### config.mk
export PLATFORM = sky130hd
export DESIGN_NAME = alu_exec_unit
export DESIGN_NICKNAME = d
export VERILOG_FILES = /design/src/rtl/alu_exec_pkg.sv /design/src/rtl/alu_serial_shifter.sv /design/src/rtl/alu_exec_unit.sv
export SDC_FILE = /design/constraint.sdc
export NUM_CORES = 1
export LEC_CHECK = 0
export BUFFER_PORTS_ARGS = -buffer_cell sky130_fd_sc_hd__buf_2
export CORE_MARGIN = 10
export CORE_UTILIZATION = 45
export CTS_CLUSTER_DIAMETER = 100
export DETAILED_ROUTE_END_ITERATION = 16
export GPL_TIMING_DRIVEN = 0
export PLACE_DENSITY = 0.68
export SLEW_MARGIN = 30
export SYNTH_ARGS = -nofsm -noshare
export SYNTH_HDL_FRONTEND = slang
export SYNTH_SLANG_ARGS = --single-unit
### constraint.sdc
create_clock -name clk -period 4.3 [get_ports clk]
set_clock_uncertainty 0.2 [all_clocks]
set_input_delay 0.43 -clock clk [delete_from_list [all_inputs] [get_ports clk]]
set_output_delay 0.43 -clock clk [all_outputs]
set_load 0.01 [all_outputs]
### src/rtl/alu_exec_pkg.sv
`default_nettype none
// ============================================================================
// Module      : alu_exec_pkg
// Description : Shared constants for the execute-stage ALU: 4-bit op codes
//               (common with the ALU control decoder), FSM state encoding
//               and default widths.
// Revision    : 1.0 - initial release
// ============================================================================
package alu_exec_pkg;

    localparam int c_DATA_W  = 32;
    localparam int c_SHAMT_W = 5;

    // ALU control codes
    localparam logic [3:0] c_ALU_AND = 4'b0000;
    localparam logic [3:0] c_ALU_OR  = 4'b0001;
    localparam logic [3:0] c_ALU_ADD = 4'b0010;
    localparam logic [3:0] c_ALU_SUB = 4'b0110;
    localparam logic [3:0] c_ALU_SLT = 4'b0111;
    localparam logic [3:0] c_ALU_SLL = 4'b1001;
    localparam logic [3:0] c_ALU_SRL = 4'b1010;
    localparam logic [3:0] c_ALU_XOR = 4'b1011;
    localparam logic [3:0] c_ALU_NOR = 4'b1100;

    // Execute FSM states
    localparam logic [1:0] c_ST_IDLE     = 2'd0;
    localparam logic [1:0] c_ST_SHIFT    = 2'd1;
    localparam logic [1:0] c_ST_WAIT_OUT = 2'd2;

    function automatic logic is_shift_op(input logic [3:0] op);
        return (op == c_ALU_SLL) || (op == c_ALU_SRL);
    endfunction

endpackage
`default_nettype wire

### src/rtl/alu_serial_shifter.sv
`default_nettype none
// ============================================================================
// Module      : alu_serial_shifter
// Description : Iterative logical shifter, one bit position per cycle.
//               i_load captures data, direction (0=left, 1=right) and count;
//               o_busy is high while shifting; o_done marks the cycle doing
//               the final shift; o_data is the working register.
// Ports       : clk, rst (sync, active-high), i_load, i_dir, i_count,
//               i_data, o_busy, o_done, o_data
// Revision    : 1.0 - initial release
// ============================================================================
module alu_serial_shifter
    import alu_exec_pkg::*;
#(
    parameter int DATA_W  = c_DATA_W,
    parameter int SHAMT_W = c_SHAMT_W
) (
    input  logic               clk,
    input  logic               rst,
    input  logic               i_load,
    input  logic               i_dir,
    input  logic [SHAMT_W-1:0] i_count,
    input  logic [DATA_W-1:0]  i_data,
    output logic               o_busy,
    output logic               o_done,
    output logic [DATA_W-1:0]  o_data
);

    logic [SHAMT_W-1:0] r_count;
    logic               r_dir;
    logic [DATA_W-1:0]  r_data;

    always_ff @(posedge clk) begin
        if (rst) begin
            r_count <= '0;
            r_dir   <= 1'b0;
            r_data  <= '0;
        end else if (i_load) begin
            r_count <= i_count;
            r_dir   <= i_dir;
            r_data  <= i_data;
        end else if (r_count != '0) begin
            // zero fill in both directions (logical shift)
            r_data  <= r_dir ? {1'b0, r_data[DATA_W-1:1]}
                             : {r_data[DATA_W-2:0], 1'b0};
            r_count <= r_count - SHAMT_W'(1);
        end
    end

    assign o_busy = (r_count != '0);
    assign o_done = (r_count == SHAMT_W'(1));
    assign o_data = r_data;

endmodule
`default_nettype wire

### src/rtl/alu_exec_unit.sv
`default_nettype none
// ============================================================================
// Module      : alu_exec_unit
// Description : Execute-stage ALU with valid/ready handshakes. Logic and
//               arithmetic ops finish in one cycle; SLL/SRL use an iterative
//               shifter unless BARREL_SHIFT_EN is defined, in which case a
//               combinational barrel shifter makes them single-cycle too.
// Ports       : clk, reset (sync, active-high), in_valid/in_ready,
//               alu_control[3:0], operand_a, operand_b, shamt,
//               out_valid/out_ready, result, zero, overflow
// Macro       : BARREL_SHIFT_EN - select combinational shifting
// Revision    : 1.0 - initial release
// ============================================================================
module alu_exec_unit
    import alu_exec_pkg::*;
#(
    parameter int DATA_W  = c_DATA_W,
    parameter int SHAMT_W = c_SHAMT_W
) (
    input  logic               clk,
    input  logic               reset,
    input  logic               in_valid,
    output logic               in_ready,
    input  logic [3:0]         alu_control,
    input  logic [DATA_W-1:0]  operand_a,
    input  logic [DATA_W-1:0]  operand_b,
    input  logic [SHAMT_W-1:0] shamt,
    output logic               out_valid,
    input  logic               out_ready,
    output logic [DATA_W-1:0]  result,
    output logic               zero,
    output logic               overflow
);

    logic [1:0]        r_state;
    logic [DATA_W-1:0] r_result;
    logic              r_zero;
    logic              r_overflow;
    logic              r_out_valid;

    logic              w_out_free;
    logic              w_accept;
    logic              w_multi;
    logic              w_sh_busy;
    logic              w_sh_done;
    logic [DATA_W-1:0] w_sh_data;
    logic [DATA_W-1:0] w_sum;
    logic [DATA_W-1:0] w_diff;
    logic [DATA_W-1:0] w_alu_res;
    logic              w_alu_ovf;

    assign w_out_free = !r_out_valid || out_ready;
    assign in_ready   = (r_state == c_ST_IDLE) && !w_sh_busy && w_out_free;
    assign w_accept   = in_valid && in_ready;

    assign w_sum  = operand_a + operand_b;
    assign w_diff = operand_a - operand_b;

    always_comb begin
        w_alu_res = '0;
        w_alu_ovf = 1'b0;
        case (alu_control)
            c_ALU_ADD: begin
                w_alu_res = w_sum;
                w_alu_ovf = (operand_a[DATA_W-1] == operand_b[DATA_W-1]) &&
                            (w_sum[DATA_W-1] != operand_a[DATA_W-1]);
            end
            c_ALU_SUB: begin
                w_alu_res = w_diff;
                w_alu_ovf = (operand_a[DATA_W-1] != operand_b[DATA_W-1]) &&
                            (w_diff[DATA_W-1] != operand_a[DATA_W-1]);
            end
            c_ALU_AND: w_alu_res = operand_a & operand_b;
            c_ALU_OR:  w_alu_res = operand_a | operand_b;
            c_ALU_NOR: w_alu_res = ~(operand_a | operand_b);
            c_ALU_XOR: w_alu_res = operand_a ^ operand_b;
            // direct signed compare, immune to subtraction overflow
            c_ALU_SLT: w_alu_res = {{(DATA_W-1){1'b0}},
                                    ($signed(operand_a) < $signed(operand_b))};
`ifdef BARREL_SHIFT_EN
            c_ALU_SLL: w_alu_res = operand_b << shamt;
            c_ALU_SRL: w_alu_res = operand_b >> shamt;
`else
            // only reaches the output register when shamt == 0
            c_ALU_SLL: w_alu_res = operand_b;
            c_ALU_SRL: w_alu_res = operand_b;
`endif
            default:   w_alu_res = '0;
        endcase
    end

`ifdef BARREL_SHIFT_EN
    assign w_multi   = 1'b0;
    assign w_sh_busy = 1'b0;
    assign w_sh_done = 1'b0;
    assign w_sh_data = '0;
`else
    logic w_sh_load;

    assign w_multi   = is_shift_op(alu_control) && (shamt != '0);
    assign w_sh_load = w_accept && w_multi;

    alu_serial_shifter #(
        .DATA_W  (DATA_W),
        .SHAMT_W (SHAMT_W)
    ) u_shifter (
        .clk     (clk),
        .rst     (reset),
        .i_load  (w_sh_load),
        .i_dir   (alu_control == c_ALU_SRL),
        .i_count (shamt),
        .i_data  (operand_b),
        .o_busy  (w_sh_busy),
        .o_done  (w_sh_done),
        .o_data  (w_sh_data)
    );
`endif

    always_ff @(posedge clk) begin
        if (reset) begin
            r_state     <= c_ST_IDLE;
            r_result    <= '0;
            r_zero      <= 1'b0;
            r_overflow  <= 1'b0;
            r_out_valid <= 1'b0;
        end else begin
            if (r_out_valid && out_ready) begin
                r_out_valid <= 1'b0;
            end
            case (r_state)
                c_ST_IDLE: begin
                    if (w_accept) begin
                        if (w_multi) begin
                            r_state <= c_ST_SHIFT;
                        end else begin
                            r_result    <= w_alu_res;
                            r_zero      <= (w_alu_res == '0);
                            r_overflow  <= w_alu_ovf;
                            r_out_valid <= 1'b1;
                        end
                    end
                end
                c_ST_SHIFT: begin
                    if (w_sh_done) begin
                        r_state <= c_ST_WAIT_OUT;
                    end
                end
                c_ST_WAIT_OUT: begin
                    if (w_out_free) begin
                        r_result    <= w_sh_data;
                        r_zero      <= (w_sh_data == '0);
                        r_overflow  <= 1'b0;
                        r_out_valid <= 1'b1;
                        r_state     <= c_ST_IDLE;
                    end
                end
                default: r_state <= c_ST_IDLE;
            endcase
        end
    end

    assign out_valid = r_out_valid;
    assign result    = r_result;
    assign zero      = r_zero;
    assign overflow  = r_overflow;

endmodule
`default_nettype wire

After elaboration in Yosys (flattened, before gate mapping)
Cells that the tools add are included.
Widths: inputs -> output; s select.
{"block": "classes", "n_addsub": 3, "n_lt_le_gt_ge": 1, "n_eq_ne": 20, "n_mux": 29, "bitwise_logic": 4, "reduce_logical": 23}
{"operator": "$pmux 32 s8", "n": 1}
{"operator": "$mux 32", "n": 6}
{"operator": "$logic_not 32->1", "n": 2}
{"operator": "$pmux 32 s2", "n": 1}
{"operator": "$add 32x32->32", "n": 1}
{"operator": "$and 32x32->32", "n": 1}
{"operator": "$lt 32x32->1", "n": 1}
{"operator": "$not 32->32", "n": 1}
{"operator": "$or 32x32->32", "n": 1}
{"operator": "$sub 32x32->32", "n": 1}
{"operator": "$xor 32x32->32", "n": 1}
{"operator": "$eq 4x4->1 const B", "n": 4}
{"operator": "$mux 1", "n": 10}
{"operator": "$mux 5", "n": 2}
{"operator": "$reduce_bool 5->1", "n": 2}
{"operator": "$eq 4x3->1 const B", "n": 2}
{"operator": "$logic_and 1x1->1", "n": 8}
{"operator": "$mux 2", "n": 4}
{"operator": "$ne 2x2->1 const B", "n": 4}
{"operator": "$pmux 1 s2", "n": 4}
{"operator": "$reduce_and 4->1", "n": 2}
{"operator": "$pmux 2 s3", "n": 1}
{"operator": "$eq 5x1->1 const B", "n": 1}
{"operator": "$sub 5x1->5 const B", "n": 1}
{"operator": "13 further kinds", "n": 18}
{"block": "totals", "reg_bits": 75, "output_inout_bits": 36, "wordCells": 88}

Longest topological paths before layout
{"block": "logic_depth", "word_depth": 7, "depth_mapped": 14}

Hierarchy
Synthesis repeated with hierarchy kept, for this count alone.
{"block": "unflattened", "hier_cells": 1379, "area_unflattened_um2": 9785.6}
{"module": "alu_exec_unit", "instances": 1, "cells_per_inst": 1162, "area_each_um2": 7786.2, "seq_area_each_um2": 740.7}
{"module": "alu_serial_shifter", "instances": 1, "cells_per_inst": 217, "area_each_um2": 1999.4, "seq_area_each_um2": 760.7}

Worst setup path after synthesis
No wires, ideal clock.
{"block": "synth_path", "path_kind": "input port to flip-flop", "start": "in operand_a[0]", "end": "reg r_zero, in the netlist zero", "setup_ns": 0.071, "arrival_ns": 3.122, "setup_slack_ns": 0.907, "cell_stages": 14, "path_buffers": 0, "cell_sequence": "ha_1 > inv_1 > fa_1 > nor2b_1 > o2111ai_1 > a21oi_1 > a211oi_2 > o31a_1 > or4_1 > a311oi_1 > o2bb2ai_1 > nand4_1 > nor4_1 > o2bb2ai_1"}
{"block": "synth_between", "elab_chain_cells": 7, "word_cells_on_any_way": 12, "cone_classes": "add/sub (2); order compare (1); mux (4); bitwise (4); reduce/logical (1)"}
{"element": "from (decl)", "line": "alu_exec_unit.sv:25", "source": "input logic [DATA_W-1:0] operand_a,"}
{"element": "parallel branches: the longest is 2 deep, another holds $sub 32x32->32"}
{"element": "$pmux 32 s8 *", "line": "alu_exec_unit.sv:62", "source": "case (alu_control)"}
{"element": "$logic_not 32->1 *", "line": "alu_exec_unit.sv:137", "source": "r_zero <= (w_alu_res == '0);"}
{"element": "$mux 1 *", "line": "alu_exec_unit.sv:133", "source": "if (w_multi) begin"}
{"element": "$mux 1 *", "line": "alu_exec_unit.sv:132", "source": "if (w_accept) begin"}
{"element": "$pmux 1 s2 *", "line": "alu_exec_unit.sv:130", "source": "case (r_state)"}
{"element": "to (signal assigned)", "line": "alu_exec_unit.sv:137"}
{"element": "to (signal assigned)", "line": "alu_exec_unit.sv:151", "source": "r_zero <= (w_sh_data == '0);"}
{"element": "to (decl)", "line": "alu_exec_unit.sv:37", "source": "logic r_zero;"}
Every way passes the cells marked *. The select of a mux whose other input is x is not followed.
A chain may end at the register's enable or synchronous reset.

Worst setup path in the final report
{"block": "layout_path", "start": "in alu_control[2]", "end": "reg r_zero, in the netlist zero"}
{"block": "layout_between", "elab_chain_cells": 7, "word_cells_on_any_way": 19, "cone_classes": "eq/ne (9); mux (4); reduce/logical (6)"}
{"element": "from (decl)", "line": "alu_exec_unit.sv:24", "source": "input logic [3:0] alu_control,"}
{"element": "$eq 4x4->1", "line": "alu_exec_pkg.sv:31, alu_exec_unit.sv:62"}
{"element": "$reduce_or 2->1 (no line)"}
{"element": "$pmux 32 s8", "line": "alu_exec_unit.sv:62"}
{"element": "$logic_not 32->1", "line": "alu_exec_unit.sv:137"}
{"element": "$mux 1", "line": "alu_exec_unit.sv:133"}
{"element": "$mux 1", "line": "alu_exec_unit.sv:132"}
{"element": "$pmux 1 s2", "line": "alu_exec_unit.sv:130"}
Parallel ways exist; a longest one is shown, timed or not. The select of a mux whose other input is x is not followed.

==> flow_summary_export.csv <==
group,metric,value,unit
sta,min_period,4.25,ns
sta,whs,0.142,ns
global_routing,grt_max_degree,13,
setup_path,endpoint_kind,"flop",
final_layout,nFillCells,2258,
clock_tree,cts.path.max_buffers,2,
setup_path,worstPathArrival,4.26,ns
setup_path,r2r_slack,0.78,ns
global_routing,grt_pass1_wl,68.4,mm
clock_tree,cts_tree,"done",
sta,max_slew.worst_pin.slew,1.10,ns
global_routing,grt_use_met3,0.0676,
die,coreArea,0.0219,mm²
detailed_routing,ant_nets,0,
die,fp.dieW,169,µm
logic_synthesis,syn_area_per_cell,6.98,µm²
setup_path,r2r_start,"u_shifter.r_count[2]",
clock_tree,clk_pin_slew_worst_paths,0.06,ns
global_routing,overflow,0,
global_routing,grt_util_met2,0.461,
detailed_routing,via_count,12200,
clock_tree,cts_buffers,9,
final_layout,seqCellArea,0.00150,mm²
logic_synthesis,ys_seq_area_frac,0.150,
worst_hold_path,hold_path_class,"input port to flop",
die,start_util,0.458,
detailed_routing,dr.pass1.iters,6,
global_routing,use_met1,0.402,
final_layout,multi_input_area,0.00783,mm²
sta,hold_viol,0,
die,die_y,169,µm
global_routing,top_usage_layer,"met2",
sta,setup-violations-final,0,
status,status,"complete, no violations",
setup_path,start_kind,"input port",
logic_synthesis,ys.flop_type,"dfxtp_1",
sta,slew-limit-headroom,0.266,
final_layout,final_cell_area,0.0114,mm²
place,dp_hpwl,36.3,mm
place,numPortBuffers,111,
clock_tree,clock_latency,0.34,ns
detailed_routing,drt_first_iter_violations,1646,
setup_path,worstSetupPathType,"input port to flop",
setup_path,reg2reg_depth,12,
sta,fin_crit_sh,0.988,
place,gp_congestion,1.01,
logic_synthesis,async_flop_share,0,
detailed_routing,drc,0,
logic_synthesis,synth_edf_count,0,
worst_hold_path,min_path_cells,3,
logic_synthesis,synth_seq_cells,75,
logic_synthesis,syn_nets,1632,
final_layout,area_growth,13.5,%
global_routing,antenna_found_initial,2,
detailed_routing,post_drt_wl_per_cell,24.7,µm
sta,slew_violations,0,
clock_tree,clock-sinks,75,
detailed_routing,viasPerCell,6.57,
logic_synthesis,ys_warn_count,0,
clock_tree,root_buffer,"clkbuf_16",
worst_hold_path,worstHoldStart,"shamt[1]",
place,placedInstanceArea,0.0110,mm²
place,dp_cells,1831,
logic_synthesis,synth_cell_types,84,
final_layout,drive_gt1_frac,0.119,
die,rows,54,
pwr,leakage,4.90,nW
final_layout,final_util,0.520,
logic_synthesis,syn-cell-area,0.0100,mm²
clock_tree,htreeDepth,3,
pwr,ir_drop,0.252,mV
final_layout,nNetsFinal,1758,
sta,fmax,235,MHz
global_routing,grt_pass1_vias,11100,
setup_path,timing.rr.end,"zero",
worst_hold_path,hold_end,"u_shifter.r_count[1]",
final_layout,instances_no_fill,1851,
logic_synthesis,synth_cells,1438,
pwr,total_power,0.00351,W
global_routing,grt_usage,0.303,
die,die_area,0.0287,mm²
setup_path,worstPathRequired,4.31,ns
flow_run,max_cap_violations,0,
pwr,power_density,308,mW/mm²
die,ios,113,
setup_path,path_max_fanout,10,
detailed_routing,drt_wl_total,45.8,mm
## layer usage
metal / vias up / wire length [µm]
met5: - / 0
met2: 740 / 19900
met1: 5755 / 18700
li1: 5536 / -
met4: 0 / 2290
met3: 121 / 4900
## where the power goes
| part | internal, W | total (W) | switching (W) |
|---|---|---|---|
| logic | 0.000575 | 0.00184 | 0.00127 |
| registers | 0.000782 | 0.000848 | 0.0000667 |
| clock network | 0.000525 | 0.000822 | 0.000297 |
## per-stage QoR
stage,setup slack (ns),setup TNS [ns]
after global placement,-0.422,-1.83
final,0.0517,0
after CTS,0.0376,0
after detailed placement,-0.360,-1.40
after floorplan,0.907,0
after global routing,-0.0124,-0.0124
## worst max-delay path, stage by stage
cell and delay [ns]:
buf_2 0.12, buf_2 0.18, nor2_1 0.60, and3_1 0.40, clkbuf_1 0.61, clkbuf_2 0.55
a21oi_1 0.11, o21ai_0 0.65, a211oi_2 0.18, nand4_1 0.19, nor4_1 0.07, o2bb2ai_1 0.15
## kinds of logic after synthesis
group,share of synthesized area
simple gates,0.236
compound gates,0.337
buf+inv,0.0787
fa+ha+maj,0.147
flops,0.150
mux,0.0372
xor+xnor,0.0148
## placed cells by master (no fill, tap or decap), types with 13 or more instances in the layout
cell type	n
o211ai_1	22
and3_1	14
o31ai_1	17
a21o_1	13
a22oi_1	25
mux2i_1	35
buf_2	127
xnor2_1	15
nor2_1	213
nor3_1	33
nand4_1	14
inv_1	104
clkbuf_1	68
nand2_1	94
nand3_1	33
a221oi_1	51
dfxtp_1	75
o21ai_0	63
ha_1	115
nor4_1	22
a211oi_1	27
a21oi_1	133
nor2b_1	17
o21bai_1	17
## layout make-up
| type | count | area share |
|---|---|---|
| sequential | 75 | 0.132 |
| inverter | 104 | 0.0343 |
| antenna | 2 | 0.000439 |
| clock buffer | 12 | 0.0216 |
| timing repair buffer | 115 | 0.0514 |
| tap | 280 | 0.0308 |
| clock inverter | 4 | 0.00648 |
| buffer | 98 | 0.0357 |
| multi-input combinational | 1161 | 0.688 |
## Yosys cell counts (9+ instances only)
library cell | n | area share
nor2_1 | 213 | 0.080
a21oi_1 | 134 | 0.067
ha_1 | 115 | 0.14
inv_1 | 104 | 0.039
nand2_1 | 94 | 0.035
dfxtp_1 | 75 | 0.15
clkbuf_1 | 71 | 0.027
o21ai_0 | 63 | 0.031
a221oi_1 | 53 | 0.046
mux2i_1 | 35 | 0.035
nor3_1 | 34 | 0.017
nand3_1 | 33 | 0.016
a211oi_1 | 28 | 0.021
a22oi_1 | 25 | 0.019
nor4_1 | 23 | 0.014
o211ai_1 | 22 | 0.016
o31ai_1 | 18 | 0.013
nor2b_1 | 17 | 0.011
o21bai_1 | 17 | 0.013
buf_2 | 16 | 0.0080
xnor2_1 | 15 | 0.013
and3_1 | 14 | 0.0087
nand4_1 | 14 | 0.0087
a21o_1 | 13 | 0.0097
a221o_1 | 12 | 0.012
and2_1 | 12 | 0.0075
nand2b_1 | 12 | 0.0075
buf_1 | 9 | 0.0034
## registers in the layout (all words and copies together), names as in the netlist
register / cells
result: 32
u_shifter.r_dir: 1
r_state: 2
u_shifter.r_count: 5
u_shifter.o_data: 32
overflow: 1
zero: 1
out_valid: 1
## worst max-delay path by stage
stage	from	to	slack (ns)
6_report	alu_control[2]	zero	0.05
5_1_grt	operand_b[3]	zero	-0.01
4_1_cts	alu_control[2]	zero	0.04
3_5_place_dp	operand_b[3]	zero	-0.36
3_3_place_gp	alu_control[2]	zero	-0.42
2_1_floorplan	operand_a[0]	zero	0.91
## what timing repair did
item / in CTS / in global routing
gates resized for setup: 1 / 22
hold buffers: 0 / 0
buffers inserted: 0 / 2
endpoints found under the setup margin: 1 / 7
hold endpoints to repair: 0 / 0
pin swaps: 0 / 1
No activity file was read; power rests on OpenSTA's default activity.
